**src/rtl/pipeline_hazard_ctrl.sv**
```systemverilog
// Hazard/sequencing controller for a 5-stage pipeline: stalls, flushes, forward selects, freeze.
// Optional operand forwarding is enabled by defining PIPE_FORWARDING_EN.
module pipeline_hazard_ctrl #(
    parameter int unsigned REG_W = 4,
    parameter int unsigned CNT_W = 16
) (
    input  logic             clk,
    input  logic             rst_n,
    input  logic [3:0]       OpCodeD,
    input  logic [REG_W-1:0] RA1D,
    input  logic [REG_W-1:0] RA2D,
    input  logic [REG_W-1:0] RdD,
    input  logic             BranchTakenE,
    input  logic             MemReqM,
    input  logic             MemReadyM,
    output logic             StallF,
    output logic             StallD,
    output logic             StallE,
    output logic             StallM,
    output logic             FlushD,
    output logic             FlushE,
    output logic             FlushW,
    output logic [1:0]       ForwardAE,
    output logic [1:0]       ForwardBE,
    output logic [CNT_W-1:0] StallCycles
);

    typedef struct packed {
        logic             valid;
        logic             we;
        logic             is_load;
        logic [REG_W-1:0] rd;
        logic [REG_W-1:0] ra1;
        logic [REG_W-1:0] ra2;
        logic             use1;
        logic             use2;
    } trk_t;

    typedef enum logic [0:0] {StRun, StMemWait} state_e;

    trk_t             dec;
    trk_t             e_q, e_d, m_q, m_d, w_q, w_d;
    state_e           state_q;
    logic [CNT_W-1:0] cnt_q, cnt_d;
    logic             freeze, branch, hazard, hazard_raw;

    function automatic logic hit(trk_t t, logic [REG_W-1:0] src, logic use_src);
        return t.valid & t.we & use_src & (t.rd == src);
    endfunction

    always_comb begin
        dec       = '0;
        dec.valid = 1'b1;
        dec.rd    = RdD;
        dec.ra1   = RA1D;
        dec.ra2   = RA2D;
        case (OpCodeD)
            4'b0100, 4'b0101: begin
                dec.we      = 1'b1;
                dec.is_load = 1'b1;
                dec.use1    = 1'b1;
            end
            4'b0110, 4'b0111: begin
                dec.use1 = 1'b1;
                dec.use2 = 1'b1;
            end
            4'b1000, 4'b1010, 4'b1011, 4'b1100: begin
                dec.we   = 1'b1;
                dec.use1 = 1'b1;
                dec.use2 = 1'b1;
            end
            4'b1001: begin
                dec.we   = 1'b1;
                dec.use1 = 1'b1;
            end
            default: ;
        endcase
    end

`ifdef PIPE_FORWARDING_EN
    always_comb begin
        hazard_raw = e_q.is_load & (hit(e_q, RA1D, dec.use1) | hit(e_q, RA2D, dec.use2));
        ForwardAE  = 2'b00;
        ForwardBE  = 2'b00;
        if (rst_n) begin
            if (hit(m_q, e_q.ra1, e_q.use1))      ForwardAE = 2'b10;
            else if (hit(w_q, e_q.ra1, e_q.use1)) ForwardAE = 2'b01;
            if (hit(m_q, e_q.ra2, e_q.use2))      ForwardBE = 2'b10;
            else if (hit(w_q, e_q.ra2, e_q.use2)) ForwardBE = 2'b01;
        end
    end
`else
    // W is excluded: the register file writes through to same-cycle reads.
    always_comb begin
        hazard_raw = hit(e_q, RA1D, dec.use1) | hit(e_q, RA2D, dec.use2) |
                     hit(m_q, RA1D, dec.use1) | hit(m_q, RA2D, dec.use2);
        ForwardAE  = 2'b00;
        ForwardBE  = 2'b00;
    end
`endif

    // Priority: reset, then memory freeze, then taken branch, then data hazard.
    always_comb begin
        freeze = rst_n & MemReqM & ~MemReadyM;
        branch = rst_n & ~freeze & BranchTakenE;
        hazard = rst_n & ~freeze & ~branch & hazard_raw;
        StallF = freeze | hazard;
        StallD = freeze | hazard;
        StallE = freeze;
        StallM = freeze;
        FlushD = branch;
        FlushE = branch | hazard;
        FlushW = freeze;
    end

    always_comb begin
        e_d = e_q;
        if (!StallE) begin
            e_d = dec;
            if (FlushE) e_d.valid = 1'b0;
        end
        m_d = StallM ? m_q : e_q;
        w_d = m_q;
        if (FlushW) w_d.valid = 1'b0;
        cnt_d = cnt_q;
        if (StallF && (cnt_q != '1)) cnt_d = cnt_q + CNT_W'(1);
    end

    always_ff @(posedge clk) begin
        if (!rst_n) begin
            e_q     <= '0;
            m_q     <= '0;
            w_q     <= '0;
            cnt_q   <= '0;
            state_q <= StRun;
        end else begin
            e_q   <= e_d;
            m_q   <= m_d;
            w_q   <= w_d;
            cnt_q <= cnt_d;
            case (state_q)
                StRun:     if (MemReqM && !MemReadyM) state_q <= StMemWait;
                StMemWait: if (MemReadyM) state_q <= StRun;
                default:   state_q <= StRun;
            endcase
        end
    end

    assign StallCycles = cnt_q;

    logic unused_w;
    assign unused_w = ^w_q;

endmodule

```
**config.mk**
```make
export PLATFORM = sky130hd
export DESIGN_NAME = pipeline_hazard_ctrl
export DESIGN_NICKNAME = d
export VERILOG_FILES = /design/src/rtl/pipeline_hazard_ctrl.sv
export SDC_FILE = /design/constraint.sdc
export NUM_CORES = 1
export LEC_CHECK = 0
export CORE_MARGIN = 2
export CORE_UTILIZATION = 42
export DETAILED_ROUTE_END_ITERATION = 10
export MAX_ROUTING_LAYER = met4
export PLACE_DENSITY = 0.73
export SLEW_MARGIN = 20
export SYNTH_ARGS = -nofsm -noshare
export SYNTH_HDL_FRONTEND = slang
export SYNTH_SLANG_ARGS = --single-unit
```
**constraint.sdc**
```tcl
create_clock -name clk -period 2.4 [get_ports clk]
set_input_delay 0.48 -clock clk [delete_from_list [all_inputs] [get_ports clk]]
set_output_delay 0.48 -clock clk [all_outputs]
set_load 0.02 [all_outputs]
```
==> flow_metrics.tcl <==
set metrics [dict create \
    synth_xor_area_share_pct 9.551 \
    worst_setup_path_start_kind "flip-flop" \
    drc 0 \
    fin_skew_ps 9.120 \
    place_area_um2 2196 \
    final_cell_mix "dfxtp_1 (28), buf_4 (27), clkdlybuf4s50_1 (26)" \
    path_max_fanout 3 \
    cts_buffers 3 \
    netlist_instances 184 \
    ys_warn_count 0 \
    wl_per_cell_um 12.26 \
    drtPass1Iterations 4 \
    place_congestion 0.8383 \
    vias 1527 \
    multiInputGateArea_um2 953.4 \
    syn-cell-area_um2 1559 \
    syn_avg_cell_area_um2 8.473 \
    fp.dieW_um 64.93 \
    cts_tree "built" \
    clock_power_share_pct 30.6 \
    leakage_nw 0.9299 \
    cp_data_arrival_time_ps 1820 \
    h-tree-depth 1 \
    setup_violations 0 \
    cp.required_ps 1920 \
    fin_cells 296 \
    dp.cells 290 \
    cts_sinks 28 \
    grt_max_degree 16 \
    wl_um 3628 \
    post-dp-hpwl_um 2770 \
    drt_iter0_drc 101 \
    fin_crit_ps 2304 \
    internal_power_uw 714.5 \
    area_growth_pct 45.51 \
    track_usage_pct 18.05 \
    placementRows 22 \
    grt_pass1_wl_um 5968 \
    pwr-share-seq_pct 51.4 \
    crit_family "simple AND/OR/NAND/NOR gates" \
    rsz0062_at_grt "no" \
    fillers 320 \
    design.portCount 48 \
    muxShareOfSynthArea_pct 4.494 \
    whs_ps 492.0 \
    overflow 0 \
    dpl_worst_slack_ps -771.6 \
    max_freq_ghz 0.4340 \
    crit_path_end_kind "output pin" \
    synth_top_cell_by_area "dfxtp_1" \
    synthSimpleGateAreaFrac_pct 25.28 \
    root_buffer "clkbuf_8" \
    final_antenna_net_count 0 \
    hold_path.class "reg2reg" \
    portBuffers 43 \
    register_area_um2 560.5 \
    p_sw_uw 237.7 \
    finalHoldViolations 0 \
    vdd_drop_max_v 0.0003078 \
    status "finished clean" \
    synthAdderAreaFrac_pct 0.8026 \
    p_per_area_nw_per_um2 419.8 \
    crit_type "reg2out" \
    critPathBufInv 1 \
    drv_slew 0 \
    clk_latency_ps 270 \
    diodes 0 \
    fin_area_um2 2268 \
    synth_ff_type "dfxtp_1" \
    coreArea_um2 3606 \
    clk_pin_slew_worst_paths_ps 90 \
    grt_pass1_vias 1410 \
    drv_cap 0 \
    yosysTopAreaCellShare_pct 35.96 \
    cp_cell_sequence "xnor2_1 -> nand3_1 -> o32ai_2 -> o211ai_1 -> and3_4 -> nor2_4 -> buf_6" \
    avgViaCountPerCell 5.159 \
    final.period_utilization_pct 96.01 \
    yosys_register_bits 28 \
    clockBufferDepth 2 \
    async_flop_share_pct 0 \
    cpPeakStageDelay_ps 380 \
    grt_antenna_before_repair 0 \
    synth_compound_area_share_pct 17.82 \
    final_common_cell "dfxtp_1" \
    ys_seq_area_share_pct 35.96 \
    pwr-share-comb_pct 18.0 \
    final_nets 271 \
    initial_core_util_pct 43.23 \
    yosysUniqueCellTypes 36 \
    power.switching_fraction_pct 24.97 \
    cp_slowest_cell "dfxtp_1" \
    synth_top_family_by_area "simple AND/OR/NAND/NOR gates" \
    fp.dieArea_um2 4215 \
    die_h_um 64.93 \
    holdBufCountCts 0 \
    synthTopCellsByArea "dfxtp_1 (36%), a22o_1 (6.2%), xnor2_1 (6.2%)" \
    synth-edff-count 0 \
    setup_slack_ps 95.75 \
    drive_gt1_share_pct 19.35 \
]
[registers in the layout, indices dropped and copies added (netlist names)]
signal	count
e_q	6
m_q	6
StallCycles	16
[synthesized netlist by cell type (5+ instances only)]
cell type  count
xor2_1         6
buf_4          7
nor2_1         7
clkbuf_1       6
nand4_1        6
xnor2_1       11
o21ai_0        6
a21oi_1       10
dfxtp_1       28
o31ai_1        5
nand3_1       15
a22o_1        11
mux2i_1        7
nand2_1       22
[layer usage]
layer / vias to the layer above / global-route usage, % / wire length, um
met4: 0 / 3.191 / 12
met1: 682 / 21.03 / 1577
met2: 49 / 32.47 / 1830
met3: 2 / 3.472 / 208
met5: - / - / 0
li1: 794 / - / -
[worst reg2reg max path, stage by stage, from the launching register on]
cell and delay [ps]:
dfxtp_1 380, xnor2_1 130, nand3_1 110, o32ai_2 280, o211ai_1 170, and3_4 230
buf_4 180, or4_1 500, a21oi_1 150
[final timing paths]
kind | slack, ps | from | to | depth (start not counted)
max | 100 | m_q[10] | StallF | 7
min reg2reg | 490 | m_q[15] | m_q[15] | 1
min | 490 | m_q[15] | m_q[15] | 1
max reg2reg | 210 | m_q[10] | StallCycles[8] | 8
[layout make-up]
class	count	area share, %
clock buffers	4	2.427
inverters	3	0.4964
multi-input cells	142	42.03
flip-flops and latches	28	24.71
well taps	48	2.648
repair buffers	71	27.69
[power by group through the flow]
stage	sequential, mW	clock, mW	combinational, mW
finish	0.490	0.291	0.171
floorplan	0.500	0	0.0843
detailed placement	0.500	0	0.174
global route	0.491	0.314	0.184
CTS	0.490	0.300	0.171
global placement	0.500	0	0.172
[kinds of logic after synthesis]
group	count (synthesis)
compound gates	40
xor+xnor	17
fa+ha+maj	1
buf+inv	17
flops	28
mux	7
other cells	1
simple gates	73
[through the flow]
step,power (mW),setup TNS [ps],util [%]
2_1_floorplan,0.5841,0,-
3_3_place_gp,0.6717,-6177,60.90
3_5_place_dp,0.6737,-6358,60.90
4_1_cts,0.9606,0,62.73
5_1_grt,0.9901,0,62.91
6_report,0.9523,0,62.91
[repair_timing]
item / in CTS / in global routing
setup endpoints to repair: 13 / 8
gates resized for setup: 31 / 15
gates cloned: 0 / 0
pin swaps: 8 / 11
buffers inserted: 1 / 1
No activity file was read; power rests on OpenSTA's default activity.
